[config.mk]
export PLATFORM = sky130hd
export DESIGN_NAME = bus_arbiter
export DESIGN_NICKNAME = d
export VERILOG_FILES = /design/src/rtl/bus_pkg.sv /design/src/rtl/rr_burst_picker.sv /design/src/rtl/bus_arbiter.sv
export SDC_FILE = /design/constraint.sdc
export NUM_CORES = 1
export LEC_CHECK = 0
export BUFFER_PORTS_ARGS = -buffer_cell sky130_fd_sc_hd__buf_4
export CAP_MARGIN = 20
export CORE_AREA = 2 2 119 121
export CTS_CLUSTER_DIAMETER = 30
export DETAILED_ROUTE_END_ITERATION = 7
export DIE_AREA = 0 0 121 123
export GPL_ROUTABILITY_DRIVEN = 0
export PLACE_DENSITY = 0.91
export SLEW_MARGIN = 20
export SYNTH_ARGS = -nofsm -noshare
export SYNTH_HDL_FRONTEND = slang
export SYNTH_SLANG_ARGS = --single-unit
[constraint.sdc]
create_clock -name clk -period 5.1 [get_ports clk]
set_input_delay 0.51 -clock clk [delete_from_list [all_inputs] [get_ports clk]]
set_output_delay 0.51 -clock clk [all_outputs]
set_load 0.005 [all_outputs]
[src/rtl/bus_pkg.sv]
// Shared definitions for the two-master system-bus arbiter: address map,
// master index type, response record and the map-check helper.
package bus_pkg;

   localparam logic [31:0] DM_BASE  = 32'h0000_0000;
   localparam logic [31:0] DM_END   = 32'h0000_2FFF;
   localparam logic [31:0] TC0_BASE = 32'h0000_7F00;
   localparam logic [31:0] TC0_END  = 32'h0000_7F0B;
   localparam logic [31:0] TC1_BASE = 32'h0000_7F10;
   localparam logic [31:0] TC1_END  = 32'h0000_7F1B;

   localparam int unsigned CNT_W = 4;

   typedef enum logic {
      M0 = 1'b0,
      M1 = 1'b1
   } master_e;

   typedef struct packed {
      logic        valid;
      logic        err;
      logic [31:0] data;
   } rsp_t;

   function automatic logic in_range(input logic [63:0] a, input logic [63:0] lo,
                                     input logic [63:0] hi);
      return (a >= lo) && (a <= hi);
   endfunction

   // Addresses are widened to 64 bits so the check works for any ADDR_W up to 64.
   function automatic logic addr_in_map(input logic [63:0] a);
      return in_range(a, 64'(DM_BASE), 64'(DM_END))
          || in_range(a, 64'(TC0_BASE), 64'(TC0_END))
          || in_range(a, 64'(TC1_BASE), 64'(TC1_END));
   endfunction

endpackage

[src/rtl/rr_burst_picker.sv]
// Round-robin grant selection between M0 and M1 with a per-owner burst limit;
// purely combinational, the caller owns the last_owner/burst_cnt registers.
module rr_burst_picker
   import bus_pkg::*;
#(
   parameter int unsigned MAX_BURST = 4
) (
   input  logic [1:0]       req_i,
   input  master_e          last_owner_i,
   input  logic [CNT_W-1:0] burst_cnt_i,
   output logic [1:0]       gnt_o,
   output master_e          owner_d_o,
   output logic [CNT_W-1:0] burst_d_o
);

   localparam logic [CNT_W-1:0] MAX_CNT = CNT_W'(MAX_BURST);
   localparam logic [CNT_W-1:0] SAT_CNT = {CNT_W{1'b1}};

   master_e winner_s;

   // Winner selection; a zero count means no burst in progress, so M0 takes the tie.
   always_comb begin
      winner_s = M0;
      case (req_i)
         2'b01:   winner_s = M0;
         2'b10:   winner_s = M1;
         2'b11: begin
            if (burst_cnt_i == {CNT_W{1'b0}}) begin
               winner_s = M0;
            end else if (burst_cnt_i < MAX_CNT) begin
               winner_s = last_owner_i;
            end else begin
               winner_s = (last_owner_i == M0) ? M1 : M0;
            end
         end
         default: winner_s = M0;
      endcase
   end

   // Grant vector and next owner/burst state.
   always_comb begin
      gnt_o     = 2'b00;
      owner_d_o = last_owner_i;
      burst_d_o = {CNT_W{1'b0}};
      if (req_i != 2'b00) begin
         gnt_o     = (winner_s == M1) ? 2'b10 : 2'b01;
         owner_d_o = winner_s;
         if ((winner_s != last_owner_i) || (burst_cnt_i == {CNT_W{1'b0}})) begin
            burst_d_o = CNT_W'(1);
         end else if ((req_i == 2'b11) && (burst_cnt_i != SAT_CNT)) begin
            burst_d_o = burst_cnt_i + CNT_W'(1);
         end else begin
            burst_d_o = burst_cnt_i;
         end
      end else begin
         burst_d_o = {CNT_W{1'b0}};
      end
   end

endmodule

[src/rtl/bus_arbiter.sv]
// Two-master system-bus arbiter: one single-beat transaction per cycle, registered
// bus outputs, registered read responses routed back to the owning master.
module bus_arbiter
   import bus_pkg::*;
#(
   parameter int unsigned MAX_BURST = 4,
   parameter int unsigned ADDR_W    = 32
) (
   input  logic              clk,
   input  logic              reset,
   input  logic              m0_req,
   input  logic [ADDR_W-1:0] m0_addr,
   input  logic [31:0]       m0_wdata,
   input  logic [3:0]        m0_byteen,
   output logic              m0_gnt,
   output logic              m0_rvalid,
   output logic [31:0]       m0_rdata,
   output logic              m0_err,
   input  logic              m1_req,
   input  logic [ADDR_W-1:0] m1_addr,
   input  logic [31:0]       m1_wdata,
   input  logic [3:0]        m1_byteen,
   output logic              m1_gnt,
   output logic              m1_rvalid,
   output logic [31:0]       m1_rdata,
   output logic              m1_err,
   output logic [ADDR_W-1:0] bus_addr,
   output logic [31:0]       bus_wdata,
   output logic [3:0]        bus_byteen,
   input  logic [31:0]       bus_rdata
);

   logic [1:0]        pick_gnt_s, gnt_s;
   master_e           owner_q, owner_d;
   logic [CNT_W-1:0]  burst_q, burst_d;

   logic [ADDR_W-1:0] sel_addr_s;
   logic [31:0]       sel_wdata_s;
   logic [3:0]        sel_byteen_s;
   master_e           sel_owner_s;
   logic              sel_in_map_s;

   logic [ADDR_W-1:0] bus_addr_q, bus_addr_d;
   logic [31:0]       bus_wdata_q, bus_wdata_d;
   logic [3:0]        bus_byteen_q, bus_byteen_d;
   logic              s1_vld_q, s1_vld_d, s1_rd_q, s1_rd_d, s1_err_q, s1_err_d;
   master_e           s1_owner_q, s1_owner_d;
   rsp_t              rsp0_q, rsp0_d, rsp1_q, rsp1_d;

   rr_burst_picker #(.MAX_BURST(MAX_BURST)) u_picker (
      .req_i        ({m1_req, m0_req}),
      .last_owner_i (owner_q),
      .burst_cnt_i  (burst_q),
      .gnt_o        (pick_gnt_s),
      .owner_d_o    (owner_d),
      .burst_d_o    (burst_d)
   );

   // No grant may be issued while reset is asserted.
   always_comb begin
      gnt_s = reset ? pick_gnt_s : 2'b00;
   end

   assign m0_gnt = gnt_s[0];
   assign m1_gnt = gnt_s[1];

   // Mux the granted master's request and check it against the address map.
   always_comb begin
      if (gnt_s[1]) begin
         sel_addr_s   = m1_addr;
         sel_wdata_s  = m1_wdata;
         sel_byteen_s = m1_byteen;
         sel_owner_s  = M1;
      end else begin
         sel_addr_s   = m0_addr;
         sel_wdata_s  = m0_wdata;
         sel_byteen_s = m0_byteen;
         sel_owner_s  = M0;
      end
      sel_in_map_s = addr_in_map(64'(sel_addr_s));
   end

   // Issue stage; out-of-map requests still go out but with byte enables cleared.
   always_comb begin
      bus_addr_d   = bus_addr_q;
      bus_wdata_d  = bus_wdata_q;
      bus_byteen_d = 4'h0;
      s1_vld_d     = 1'b0;
      s1_rd_d      = 1'b0;
      s1_err_d     = 1'b0;
      s1_owner_d   = s1_owner_q;
      if (gnt_s != 2'b00) begin
         bus_addr_d   = sel_addr_s;
         bus_wdata_d  = sel_wdata_s;
         bus_byteen_d = sel_in_map_s ? sel_byteen_s : 4'h0;
         s1_vld_d     = 1'b1;
         s1_rd_d      = (sel_byteen_s == 4'h0);
         s1_err_d     = ~sel_in_map_s;
         s1_owner_d   = sel_owner_s;
      end else begin
         s1_vld_d = 1'b0;
      end
   end

   // Response stage: read data captured from the bridge in the issue cycle.
   always_comb begin
      rsp0_d       = rsp0_q;
      rsp1_d       = rsp1_q;
      rsp0_d.valid = s1_vld_q & s1_rd_q & (s1_owner_q == M0);
      rsp0_d.err   = s1_vld_q & s1_err_q & (s1_owner_q == M0);
      rsp1_d.valid = s1_vld_q & s1_rd_q & (s1_owner_q == M1);
      rsp1_d.err   = s1_vld_q & s1_err_q & (s1_owner_q == M1);
      if (rsp0_d.valid) begin
         rsp0_d.data = bus_rdata;
      end else begin
         rsp0_d.data = rsp0_q.data;
      end
      if (rsp1_d.valid) begin
         rsp1_d.data = bus_rdata;
      end else begin
         rsp1_d.data = rsp1_q.data;
      end
   end

   // All state registers; reset drops any transaction in flight.
   always_ff @(posedge clk or negedge reset) begin
      if (!reset) begin
         owner_q      <= M1;
         burst_q      <= {CNT_W{1'b0}};
         bus_addr_q   <= {ADDR_W{1'b0}};
         bus_wdata_q  <= 32'h0;
         bus_byteen_q <= 4'h0;
         s1_vld_q     <= 1'b0;
         s1_rd_q      <= 1'b0;
         s1_err_q     <= 1'b0;
         s1_owner_q   <= M0;
         rsp0_q       <= '{valid: 1'b0, err: 1'b0, data: 32'h0};
         rsp1_q       <= '{valid: 1'b0, err: 1'b0, data: 32'h0};
      end else begin
         owner_q      <= owner_d;
         burst_q      <= burst_d;
         bus_addr_q   <= bus_addr_d;
         bus_wdata_q  <= bus_wdata_d;
         bus_byteen_q <= bus_byteen_d;
         s1_vld_q     <= s1_vld_d;
         s1_rd_q      <= s1_rd_d;
         s1_err_q     <= s1_err_d;
         s1_owner_q   <= s1_owner_d;
         rsp0_q       <= rsp0_d;
         rsp1_q       <= rsp1_d;
      end
   end

   assign bus_addr   = bus_addr_q;
   assign bus_wdata  = bus_wdata_q;
   assign bus_byteen = bus_byteen_q;
   assign m0_rvalid  = rsp0_q.valid;
   assign m0_rdata   = rsp0_q.data;
   assign m0_err     = rsp0_q.err;
   assign m1_rvalid  = rsp1_q.valid;
   assign m1_rdata   = rsp1_q.data;
   assign m1_err     = rsp1_q.err;

endmodule
# [Yosys cells after proc, flatten, opt, wreduce, memory -nomap -nowiden]
# Cells that the tools add are included.
[word_totals] ff_bits=145 latch_bits=0 mem_bits_rw=0 romBits=0 in_bits=172 out_inout_bits=138 wordCells=64 n_memories=0
[op_classes] addsub=1 mul=0 div=0 order_cmp=6 n_eq_ne=5 shifts=0 muxes=19 n_bitwise=8 n_reduce_logical=10
[ops] operator="32-bit by 15-bit >= comparator with 1-bit output, second input constant" n=2
[ops] operator="32-bit by 15-bit <= comparator with 1-bit output, second input constant" n=2
[ops] operator="32-bit 2-to-1 mux" n=2
[ops] operator="32-bit by 14-bit <= comparator with 1-bit output, second input constant" n=1
[ops] operator="4-bit 2-to-1 mux" n=6
[ops] operator="4-bit logical NOT" n=2
[ops] operator="1-bit 2-to-1 mux" n=7
[ops] operator="1-bit AND" n=6
[ops] operator="2-bit 2-to-1 mux" n=3
[ops] operator="4-bit by 1-bit adder with 4-bit output, second input constant" n=1
[ops] operator="2-bit == test, second input constant" n=2
[ops] operator="4-bit by 3-bit < comparator with 1-bit output, second input constant" n=1
[ops] operator="4-bit != test, second input constant" n=1
[ops] operator="2-bit nonzero test" n=2
[ops] operator="1-bit logical AND" n=3
[ops] operator="1-bit logical OR" n=3
[ops] operator="3-bit != test, second input constant" n=1
[ops] operator="1-bit NOT" n=2
[ops] operator="1-bit one-hot mux with 2 select lines" n=1
[ops] operator="1-bit != test" n=1

# [Depth between registers and ports, before layout]
# Gate-level depths: netlist of the first run.
[depth] depth_word=14 ltp_mapped=10 ltp_nobuf=7

# [Hierarchy]
# A second synthesis of the first run with hierarchy kept.
[unflattened] hier_cells=602 hier_area_um2=6421.2
[by_module_without_submodules] module="bus_arbiter" instances=1 cells_per_inst=561 area_each_um2=6113.4 seq_area_each_um2=3629.7
[by_module_without_submodules] module="rr_burst_picker" instances=1 cells_per_inst=41 area_each_um2=307.8 seq_area_each_um2=0.0

# [Worst setup path after synthesis of the first run]
# No wires, ideal clock.
[synth_path] path_type="register to output" start="register burst_q[0]" end="output m1_gnt" t_arrival_ps=1736 required_time_ps=4590 slack_ps=2854 stages_incl_launch_ff=8 n_path_buf=1 path_cell_list="dfrtp_1 > inv_1 > ha_1 > or4b_1 > o211ai_1 > nand2_1 > clkbuf_1 > nor2_1"
[synth_between] elab_chain_len=7 word_cells_on_any_way=8 classes_between="1 x order compare; 6 x mux; 1 x reduce/logical"
[synth_lines] item="start, declared" line="bus_arbiter.sv:35" text="logic [CNT_W-1:0] burst_q, burst_d;"
[synth_lines] item="start signal, assigned" line="bus_arbiter.sv:129" text="burst_q <= {CNT_W{1'b0}};"
[synth_lines] item="start signal, assigned" line="bus_arbiter.sv:141" text="burst_q <= burst_d;"
[synth_lines] item="4-bit by 3-bit < comparator with 1-bit output" line="rr_burst_picker.sv:30" text="end else if (burst_cnt_i < MAX_CNT) begin"
[synth_lines] item="1-bit 2-to-1 mux" line="rr_burst_picker.sv:30"
[synth_lines] item="1-bit 2-to-1 mux (*)" line="rr_burst_picker.sv:28" text="if (burst_cnt_i == {CNT_W{1'b0}}) begin"
[synth_lines] item="1-bit one-hot mux with 2 select lines (*)" line="rr_burst_picker.sv:24" text="case (req_i)"
[synth_lines] item="2-bit 2-to-1 mux (*)" line="rr_burst_picker.sv:46" text="gnt_o = (winner_s == M1) ? 2'b10 : 2'b01;"
[synth_lines] item="2-bit 2-to-1 mux (*)" line="rr_burst_picker.sv:45" text="if (req_i != 2'b00) begin"
[synth_lines] item="2-bit 2-to-1 mux (*)" line="bus_arbiter.sv:61" text="gnt_s = reset ? pick_gnt_s : 2'b00;"
[synth_lines] item="end, declared" line="bus_arbiter.sv:23" text="output logic m1_gnt,"
# Every way passes the cells marked *; elsewhere a longest branch is shown, timed or not.

# [Worst setup path in the final report of the first run]
[layout_path] start="register burst_q[0]" end="output m0_gnt"
[layout_between] elab_chain_len=7 word_cells_on_any_way=8 classes_between="1 x order compare; 6 x mux; 1 x reduce/logical"
[layout_lines] item="4-bit by 3-bit < comparator with 1-bit output" line="rr_burst_picker.sv:30"
[layout_lines] item="1-bit 2-to-1 mux" line="rr_burst_picker.sv:30"
[layout_lines] item="1-bit 2-to-1 mux (*)" line="rr_burst_picker.sv:28"
[layout_lines] item="1-bit one-hot mux with 2 select lines (*)" line="rr_burst_picker.sv:24"
[layout_lines] item="2-bit 2-to-1 mux (*)" line="rr_burst_picker.sv:46"
[layout_lines] item="2-bit 2-to-1 mux (*)" line="rr_burst_picker.sv:45"
[layout_lines] item="2-bit 2-to-1 mux (*)" line="bus_arbiter.sv:61"
[layout_lines] item="end, declared" line="bus_arbiter.sv:15" text="output logic m0_gnt,"
# Marks and branches as above.

==> impl_results.md, run 1 <==
* Status: completed
* Hold buffers post-CTS at 0
* Drt first pass iters at 5
* Critical-path cell list: inv_1, ha_1, or4b_1, o211ai_1, and2_2, nor2_1, buf_4
* Syn Inst Count at 645
* Top FF cell, synth: dfrtp_1
* Largest net degree at the start of global routing at 130
* Clock root cell: clkbuf_16
* Fin crit share at 0.6131
* RSZ-0062 raised after global routing: false
* Crit path time final at 3.127 ns
* Hpwl dp at 14,230 microns
* Yosys warns at 0
* Post-route cell area at 0.009126 sq mm
* Vias in the first global route at 5,589
* GRT overflow at 0
* Peak Freq at 0.3198 GHz
* Worst hold margin at 0.05997 ns
* Area share of the largest cell type after synthesis at 0.5860
* Slowest cell on crit path: and2_2
* Maxcap violations at 0
* Total CTS buffers at 17
* Ant. Diodes at 0
* CP peak stage delay at 0.64 ns
* Busiest grt layer: met2
* Cell taking the most area after synthesis: dfrtp_1
* Async SR Flop Fraction at 1.000
* Number of port buffers at 309
* TNS Setup at 0 ns
* Core box area at 0.01361 sq mm
* Fillcell total at 1,074
* Starting density of the core at 0.4518
* Met3 Resource Use GR at 0.07980
* Slew @ Worst Pin at 0.8617 ns
* Area delta synth->final at 48.40%
* Footprint of the multi-input gates at 0.002317 sq mm
* CTS Buffer Depth at 2
* Distinct cells, synth at 35
* Cell family with most CP delay: simple AND/OR/NAND/NOR gates
* PwrDens at 386.7 mW/mm^2
* Detailed Route Iter0 Violations at 484
* Number of remaining DRC errors at 0
* Max-slew violation count at 0
* Met2 usage at 0.4189
* Crit start category: flop
* Routed vias/inst at 5.205
* M1 GR Usage at 0.3115
* Post-synth top cells: nand2_1 (230), dfrtp_1 (144), nor2_1 (74), a31oi_1 (66), mux2_2 (32)
* Drt wl/cell at 16.72 microns
* Die X at 121 microns
* Global-route wire length before repair at 28,710 microns
* Seq/Total Area, Yosys at 0.5902
* Pwr Total at 0.003529 W
* DRT Wirelength at 18,970 microns
* Die Footprint at 0.01488 sq mm
* Worst Setup Path Type: flop to output pin
* Syn Area/Cell at 9.534 sq um
* All-Layer GR Usage at 0.2524
* Most numerous cell in the Yosys netlist: nand2_1
* CP Max Fanout at 37
* Post-CTS Setup Repair Bufs at 0
* Worst Path Buf+Inv at 2
* Dpl cell area at 0.008558 sq mm
* LEAKAGE at 4.503 nW
* Layout cell share with drive strength beyond 1 at 0.3994
* Crit path DAT at 2.62 ns
* Area contributors post-synth: dfrtp_1 (59%), nand2_1 (14%), a31oi_1 (6.7%)
* CTS resizes at 0
* Vias at 5,902
* Clock slew at reported path FFs at 0.06 ns
* Worst-Skew Late Latency at 0.41 ns
* Num rows at 43
* Final ANT Viol Nets at 0
* CTS sink count at 145
* Worst clock skew at 0.01125 ns
* Synthesized area at 0.006150 sq mm
* Required @ worst endpoint at 4.59 ns
* Antenna violations before repair at 0
* Number of enable flip-flop cells after synthesis at 0
* Area occupied by registers at 0.003630 sq mm
* H-Tree Level Count at 4
* Layout net count at 1,115
* Final setup vio count at 0
* # IOs at 310
* Hold WC Path Type: input pin to async pin
* Post-synthesis register bit count at 145
* Worst VDD drop at 0.1950 mV
* Final hold vios at 0
* Headroom to the max-slew limit at 0.4255
* CTS tree: built
* Crit. End Element: output pin
* Syn nets at 819
* Die Y at 123 microns
-- power breakdown --
part / switching, W / internal (W) / leakage (nW) / total [W]
clock network: 0.000472 / 0.000674 / 0.258 / 0.00115
logic: 0.000369 / 0.000491 / 2.57 / 0.000860
registers: 0.000140 / 0.00138 / 1.68 / 0.00152
total: 0.000981 / 0.00255 / 4.50 / 0.00353
-- placed cells by master, fill, tap and decap left out, types with 2 or more instances in the layout --
cell type	Yosys	routed
clkinv_2	0	2
a21oi_1	7	7
ha_1	2	2
clkbuf_16	0	17
nand2_1	230	229
dfrtp_1	144	144
clkbuf_1	26	4
a211oi_1	5	5
buf_4	1	312
or4_1	3	3
o21ai_0	2	2
inv_6	0	3
buf_6	4	2
clkinv_4	0	3
a22o_1	4	4
nor3_1	2	2
nand3_1	2	2
or4b_1	3	3
nor2_1	74	74
nor4_1	7	7
inv_1	6	5
nand4_1	4	4
mux2_2	32	32
clkinvlp_4	0	3
a31oi_1	66	66
-- metrics by stage --
step	utilization	worst slack, ns	instances
2_1_floorplan	-	2.854	645
3_3_place_gp	0.6287	2.371	1101
3_5_place_dp	0.6287	2.236	1101
4_1_cts	0.6689	1.956	1133
5_1_grt	0.6705	1.737	1134
6_report	0.6705	1.973	1134
-- flip-flops by register name, summed over array words and instances, names as in the netlist --
signal      count
bus_addr       32
bus_wdata      32
m0_rdata       32
m1_rdata       32
burst_q         4
bus_byteen      4
m0_err          1
m0_rvalid       1
m1_err          1
m1_rvalid       1
owner_q         1
s1_err_q        1
s1_owner_q      1
s1_rd_q         1
s1_vld_q        1
-- logic make-up (layout without fill, tap and decap cells) --
kind of cell               Yosys count  count (layout)  share of synthesized area
muxes                               32              32                    0.05860
and+or+nand+nor                    333             333                     0.2210
buffers and inverters               44             353                    0.03357
DFF                                145             145                     0.5902
adders and majority gates            2               2                   0.004069
AOI/OAI and AO/OA                   89              89                    0.09257
-- path summary, 6_finish.rpt --
check	start	endpoint	slack (ns)	cells past startpoint
setup / recovery	burst_q[0]$_DFFE_PN0P_	m0_gnt	1.97	7
hold / removal	reset	bus_wdata[10]$_DFFE_PN0P_	0.06	1
setup reg to reg	burst_q[0]$_DFFE_PN0P_	bus_addr[4]$_DFFE_PN0P_	2.31	8
hold reg to reg	m0_rdata[23]$_DFFE_PN0P_	m0_rdata[23]$_DFFE_PN0P_	0.48	2
max in group asynchronous	reset	m1_rdata[28]$_DFFE_PN0P_	3.87	2
min in group clk	bus_rdata[24]	m0_rdata[24]$_DFFE_PN0P_	0.30	3
-- per-layer routing --
layer  share of wire  wire length, microns
met1            0.38                  7130
met2            0.51                  9648
met3           0.099                  1884
met4           0.016                   302
met5               0                     0
-- final cells by class --
cell class / count / share of cell area
flip-flops and latches: 145 / 0.3977
repair buffers: 315 / 0.2608
multi-input cells: 456 / 0.2539
clock buffers: 21 / 0.04826
well taps: 180 / 0.02468
clock inverters: 11 / 0.01165
inverters: 6 / 0.003016
-- worst reg2reg max path, stage by stage (launching register included) --
cell      delay (ns)
dfrtp_1         0.39
inv_1           0.06
ha_1            0.24
or4b_1          0.47
o211ai_1        0.13
and2_2          0.64
buf_4           0.47
nand2_1         0.10
a31oi_1         0.21
(Power assumes the default switching activity.)
==> run 2: changes to the inputs <==
==> constraint.sdc (replaced) <==
create_clock -name clk -period 3.1 [get_ports clk]
set_input_delay 0.31 -clock clk [delete_from_list [all_inputs] [get_ports clk]]
set_output_delay 0.31 -clock clk [all_outputs]
set_load 0.005 [all_outputs]
==> run 2 against run 1 <==
Core utilization is 0.53 points higher. Via count hardly changed. Total power is 67% higher. Clock skew is 0.00069 ns higher. Routed wire length is 2.6% higher. Critical path type unchanged. Sequential share of layout area is 0.31 points lower. Register-to-register slack worse by 1.7 ns. Setup slack worse by 1.6 ns. Largest cell class unchanged. Critical endpoint is now m1_gnt. Clock power is 70% higher. Non-clock buffer count is 4 higher. Combinational power is 67% higher. Final cell count is 0.18% higher.
==> impl_results.md, run 2 (synthesis gave the netlist of run 1 again) <==
* Commonest non-fill, non-tap cell in the layout: buf_4
* Maxcap violations at 0 (unchanged)
* Number of remaining DRC errors at 0 (unchanged)
* Peak Freq at 0.3628 GHz
* Most frequent cells in the layout: buf_4 (314), nand2_1 (229), dfrtp_1 (144)
* GRT overflow at 0 (unchanged)
* Footprint of the multi-input gates at 0.002317 sq mm (unchanged)
* Number of port buffers at 309 (unchanged)
* Antenna violations before repair at 0 (unchanged)
* Crit path time final at 2.757 ns
* Area occupied by registers at 0.003630 sq mm (unchanged)
* Reg2reg end: bus_wdata[13]$_DFFE_PN0P_
* TNS Setup at 0 ns (unchanged)
* Required @ worst endpoint at 2.79 ns (-1.80 ns)
* Core box area at 0.01361 sq mm (unchanged)
* Post-CTS Setup Repair Bufs at 0 (unchanged)
* Final setup vio count at 0 (unchanged)
* Crit path capture: m1_gnt
* Ant. Diodes at 0 (unchanged)
* Worst Setup Path Type: flop to output pin
* Num rows at 43 (unchanged)
* Layout cell share with drive strength beyond 1 at 0.4038 (+0.004395)
* Vias at 5,899 (-0.051%)
* Layout net count at 1,119 (+0.36%)
* Drt first pass iters at 5 (unchanged)
* Max-slew violation count at 0 (unchanged)
* Die Y at 123 microns (unchanged)
* Clock root cell: clkbuf_16
* R2r startpoint: burst_q[0]$_DFFE_PN0P_
* Hold Path Origin: bus_rdata[6]
* Reg2Reg Setup Slack at 0.66 ns (-1.65 ns)
* Worst clock skew at 0.01194 ns (+0.0006944 ns)
* CTS sink count at 145 (unchanged)
* H-Tree Level Count at 4 (unchanged)
* Headroom to the max-slew limit at 0.5048 (+0.07927)
* Fillcell total at 1,039 (-3.3%)
* Drt wl/cell at 17.13 microns (+2.5%)
* Post-Layout Cell Count at 1,136 (+0.18%)
* Slew @ Worst Pin at 0.7428 ns (-0.1189 ns)
* Crit. End Element: output pin
* Status: completed
* Die Footprint at 0.01488 sq mm (unchanged)
* Detailed Route Iter0 Violations at 408 (-16%)
* DRT Wirelength at 19,470 microns (+2.6%)
* Routed vias/inst at 5.193 (-0.23%)
* Die X at 121 microns (unchanged)
* Critical Path Source: burst_q[0]$_DFFE_PN0P_
* Total CTS buffers at 17 (unchanged)
* Worst-Skew Late Latency at 0.42 ns (about the same)
* Fin crit share at 0.8893
* Worst VDD drop at 0.2912 mV (+49%)
* Largest net degree at the start of global routing at 74 (-43%)
* LEAKAGE at 4.557 nW (+1.2%)
* CTS tree: built
* Final ANT Viol Nets at 0 (unchanged)
* PwrDens at 640.7 mW/mm^2 (+66%)
* Crit path DAT at 2.45 ns (-0.17 ns)
* Hpwl dp at 14,650 microns (+2.9%)
* Clock slew at reported path FFs at 0.06 ns (about the same)
* Placed Cells at 1,105 (+0.36%)
* Hold WC Path Type: input pin to flop
* Final hold vios at 0 (unchanged)
* RSZ-0062 raised after global routing: false
* Global-route wire length before repair at 29,580 microns (+3.0%)
* CTS Buffer Depth at 2 (unchanged)
* Crit start category: flop
* CP Max Fanout at 20 (-46%)
* Starting density of the core at 0.4518 (unchanged)
* All-Layer GR Usage at 0.2601 (+0.007734)
* # IOs at 310 (unchanged)
* Area delta synth->final at 49.58%
* Vias in the first global route at 5,775 (+3.3%)
* Worst R2R Path Depth at 8 (unchanged)
## run 2: worst max-delay path, stage by stage, from the launching register on
cell and delay [ns]:
dfrtp_1 0.39, inv_1 0.06, ha_1 0.24, or4b_1 0.47, o211ai_1 0.14, nand2_2 0.34, nor2_1 0.25, buf_4 0.14
## run 2: where the power goes
| part | switching [W] | internal, W |
|---|---|---|
| Sequential | 0.000220 | 0.00227 |
| Clock | 0.000786 | 0.00118 |
| Combinational | 0.000619 | 0.000818 |
| Total | 0.00162 | 0.00427 |
## run 2: area by class of cell
type | instances | area share
sequential | 145 | 0.3946
timing repair buffer | 319 | 0.2651
multi-input combinational | 456 | 0.2519
clock buffer | 17 | 0.04625
tap | 180 | 0.02448
clock inverter | 13 | 0.01496
inverter | 6 | 0.002720
## run 2: worst min path at each step
stage | cells past startpoint | end
floorplan | 0 | burst_q[0]$_DFFE_PN0P_
global placement | 1 | bus_addr[23]$_DFFE_PN0P_
detailed placement | 1 | bus_addr[24]$_DFFE_PN0P_
CTS | 3 | m0_rdata[24]$_DFFE_PN0P_
global route | 3 | m0_rdata[14]$_DFFE_PN0P_
finish | 3 | m0_rdata[6]$_DFFE_PN0P_
## run 2: metal layers
layer | GRT usage | part of all wire | vias up
met4 | 0.07849 | 0.016 | 0
met2 | 0.4547 | 0.51 | 297
met3 | 0.09179 | 0.10 | 26
li1 | - | - | 2777
met5 | 0 | 0 | -
met1 | 0.3011 | 0.37 | 2799
## run 2: per-stage QoR
step	utilization	instance area [sq um]	total power, W	hold slack, ns	setup WS (ns)
floorplan	-	6150	0.002994	0.01441	1.054
global placement	0.6337	8626	0.003904	0.2645	0.7271
detailed placement	0.6337	8626	0.003973	0.2703	0.6707
CTS	0.6758	9199	0.005945	0.07939	0.3186
global route	0.6758	9199	0.006213	0.09369	0.1864
finish	0.6758	9199	0.005894	0.1006	0.3433
## run 2: repair_timing
action | in CTS | in global routing
endpoints found under the hold margin | 44 | 0
gates resized for setup | 0 | 0
hold buffers | 1 | 0
==> run 3: changes to the inputs <==
--- a/config.mk
+++ b/config.mk
@@ -13,7 +13,6 @@
 export DIE_AREA = 0 0 121 123
 export GPL_ROUTABILITY_DRIVEN = 0
 export PLACE_DENSITY = 0.91
-export SLEW_MARGIN = 20
 export SYNTH_ARGS = -nofsm -noshare
 export SYNTH_HDL_FRONTEND = slang
 export SYNTH_SLANG_ARGS = --single-unit
==> constraint.sdc (replaced) <==
create_clock -name clk -period 3.1 [get_ports clk]
set_input_delay 0.31 -clock clk [delete_from_list [all_inputs] [get_ports clk]]
set_output_delay 0.31 -clock clk [all_outputs]
set_load 0.1 [all_outputs]
==> run 3 against run 2 <==
Critical path depth did not move. Largest cell class unchanged. Combinational power rose to 2.9 times the previous value. Clock skew fell by 0.0052 ns. Clock power fell by 3%. Global-route usage increased by 1.1 points. Design area down 0.35%. Core utilization down 0.24 points.
==> impl_results.md, run 3 (synthesis gave the netlist of run 1 again) <==
* Status: completed
* Worst Setup Path Type: flop to output pin
* Post-route cell area at 0.009166 sq mm (-0.35%)
* Hold WC Path Type: input pin to flop
* Fin crit share at 0.8337 (-0.05555)
* Core box area at 0.01361 sq mm (unchanged)
* Drt first pass iters at 5 (unchanged)
* Drt wl/cell at 17.70 microns (+3.3%)
* Maxcap violations at 0 (unchanged)
* Final hold vios at 0 (unchanged)
* Reg2reg end: bus_wdata[23]$_DFFE_PN0P_
* R2r startpoint: burst_q[0]$_DFFE_PN0P_
* Headroom to the max-slew limit at 0.4480 (-0.05678)
* Worst R2R Path Depth at 8 (unchanged)
* Crit path time final at 2.585 ns (-0.1722 ns)
* H-Tree Level Count at 4 (unchanged)
* Vias in the first global route at 5,943 (+2.9%)
* Most frequent cells in the layout: buf_4 (320), nand2_1 (229), dfrtp_1 (144)
* CTS Buffer Depth at 2 (unchanged)
* Fillcell total at 1,045 (+0.58%)
* CTS sink count at 145 (unchanged)
* Ant. Diodes at 0 (unchanged)
* Largest net degree at the start of global routing at 71 (-4.1%)
* Max-slew violation count at 0 (unchanged)
* Number of remaining DRC errors at 0 (unchanged)
* # IOs at 310 (unchanged)
* Hpwl dp at 15,390 microns (+5.1%)
* Layout net count at 1,122 (+0.27%)
* Dpl cell area at 0.008612 sq mm (-0.16%)
* Vias at 5,929 (+0.51%)
* CTS resizes at 0 (unchanged)
* Utilization after layout at 0.6734 (-0.002390)
* CP Max Fanout at 8 (-60%)
* Crit. End Element: output pin
* Die X at 121 microns (unchanged)
* Hold path depth at 3 (unchanged)
* Number of port buffers at 309 (unchanged)
* Clock slew at reported path FFs at 0.06 ns (about the same)
* All-Layer GR Usage at 0.2714 (+0.01129)
* Worst VDD drop at 0.4383 mV (+51%)
* LEAKAGE at 4.535 nW (-0.50%)
* CTS tree: built
* Area delta synth->final at 49.05%
* Hold Path Origin: bus_rdata[7]
* Die Y at 123 microns (unchanged)
* Layout cell share with drive strength beyond 1 at 0.4052 (+0.001443)
* Worst clock skew at 0.006754 ns (-0.005191 ns)
* Crit start category: flop
* Peak Freq at 0.3869 GHz (+6.7%)
* TNS Setup at 0 ns (unchanged)
* Die Footprint at 0.01488 sq mm (unchanged)
* GRT overflow at 0 (unchanged)
* Global-route wire length before repair at 30,700 microns (+3.8%)
* Reg2Reg Setup Slack at 0.70 ns (+0.04 ns)
* DRT Wirelength at 20,180 microns (+3.7%)
* Slew @ Worst Pin at 0.8279 ns (+0.08517 ns)
* Final setup vio count at 0 (unchanged)
* Antenna violations before repair at 0 (unchanged)
* PwrDens at 945.0 mW/mm^2 (+47%)
* Routed vias/inst at 5.201 (+0.16%)
* Worst-Skew Late Latency at 0.42 ns (about the same)
* Crit path DAT at 2.27 ns (-0.18 ns)
* WHS Endpoint: m0_rdata[7]$_DFFE_PN0P_
* Commonest non-fill, non-tap cell in the layout: buf_4
* Final ANT Viol Nets at 0 (unchanged)
* RSZ-0062 raised after global routing: false
* Total CTS buffers at 17 (unchanged)
* Detailed Route Iter0 Violations at 380 (-6.9%)
* Required @ worst endpoint at 2.79 ns (about the same)
* Num rows at 43 (unchanged)
* Clock root cell: clkbuf_16
* Starting density of the core at 0.4518 (unchanged)
run 3: worst max-delay path by stage:
stage                           startpoint                        to  slack (ns)  depth (start not counted)
finish              burst_q[0]$_DFFE_PN0P_                    m0_gnt        0.52                          7
global route        burst_q[0]$_DFFE_PN0P_                    m1_gnt        0.36                          7
CTS                 burst_q[0]$_DFFE_PN0P_                    m1_gnt        0.51                          7
detailed placement  burst_q[0]$_DFFE_PN0P_  bus_addr[28]$_DFFE_PN0P_        0.71                          8
global placement    burst_q[0]$_DFFE_PN0P_  bus_addr[31]$_DFFE_PN0P_        0.83                          8
floorplan           burst_q[0]$_DFFE_PN0P_                    m0_gnt        0.22                          8
run 3: metal layers:
layer,vias up,track usage,part of all wire
met5,-,0,0
met4,0,0.09956,0.024
met3,40,0.09963,0.093
met2,272,0.4782,0.52
met1,2841,0.3010,0.37
li1,2776,-,-
run 3: layout make-up:
type	count	area [sq um]	share of cell area
Multi-Input combinational cell	456	2320	0.2531
Clock buffer	19	432.9	0.04723
Tap cell	180	225.2	0.02457
Timing Repair Buffer	322	2424	0.2644
Sequential cell	145	3630	0.3960
Inverter	6	23.77	0.002594
Clock inverter	12	111.4	0.01215
run 3: per-stage QoR:
stage	setup WS (ns)	total power (W)	hold slack [ns]	instances
final	0.5155	0.008662	0.09399	1140
after global routing	0.3605	0.008972	0.08377	1140
after CTS	0.5069	0.008703	0.07681	1140
after detailed placement	0.7137	0.006784	0.2095	1108
after global placement	0.8256	0.006704	0.2131	1108
after floorplan	0.2156	0.005710	0.01441	645
run 3: where the power goes:
group	leakage [nW]	internal, W	switching [W]	total [W]
clock	0.260	0.00110	0.000805	0.00191
sequential	1.68	0.00228	0.000236	0.00251
combinational	2.60	0.000850	0.00339	0.00424
total	4.53	0.00423	0.00444	0.00866
run 3: repair_timing:
action | in CTS | in global routing
setup buffers | 0 | 0
hold buffers | 1 | 0
endpoints found under the setup margin | 0 | 0
hold endpoints to repair | 27 | 0
run 3: worst max-delay path: stages, from the launching register on:
cell and delay [ns]:
dfrtp_1 0.39, inv_1 0.06, ha_1 0.24, or4b_1 0.48
o211ai_1 0.14, and2_2 0.26, nor2_1 0.06, buf_4 0.23
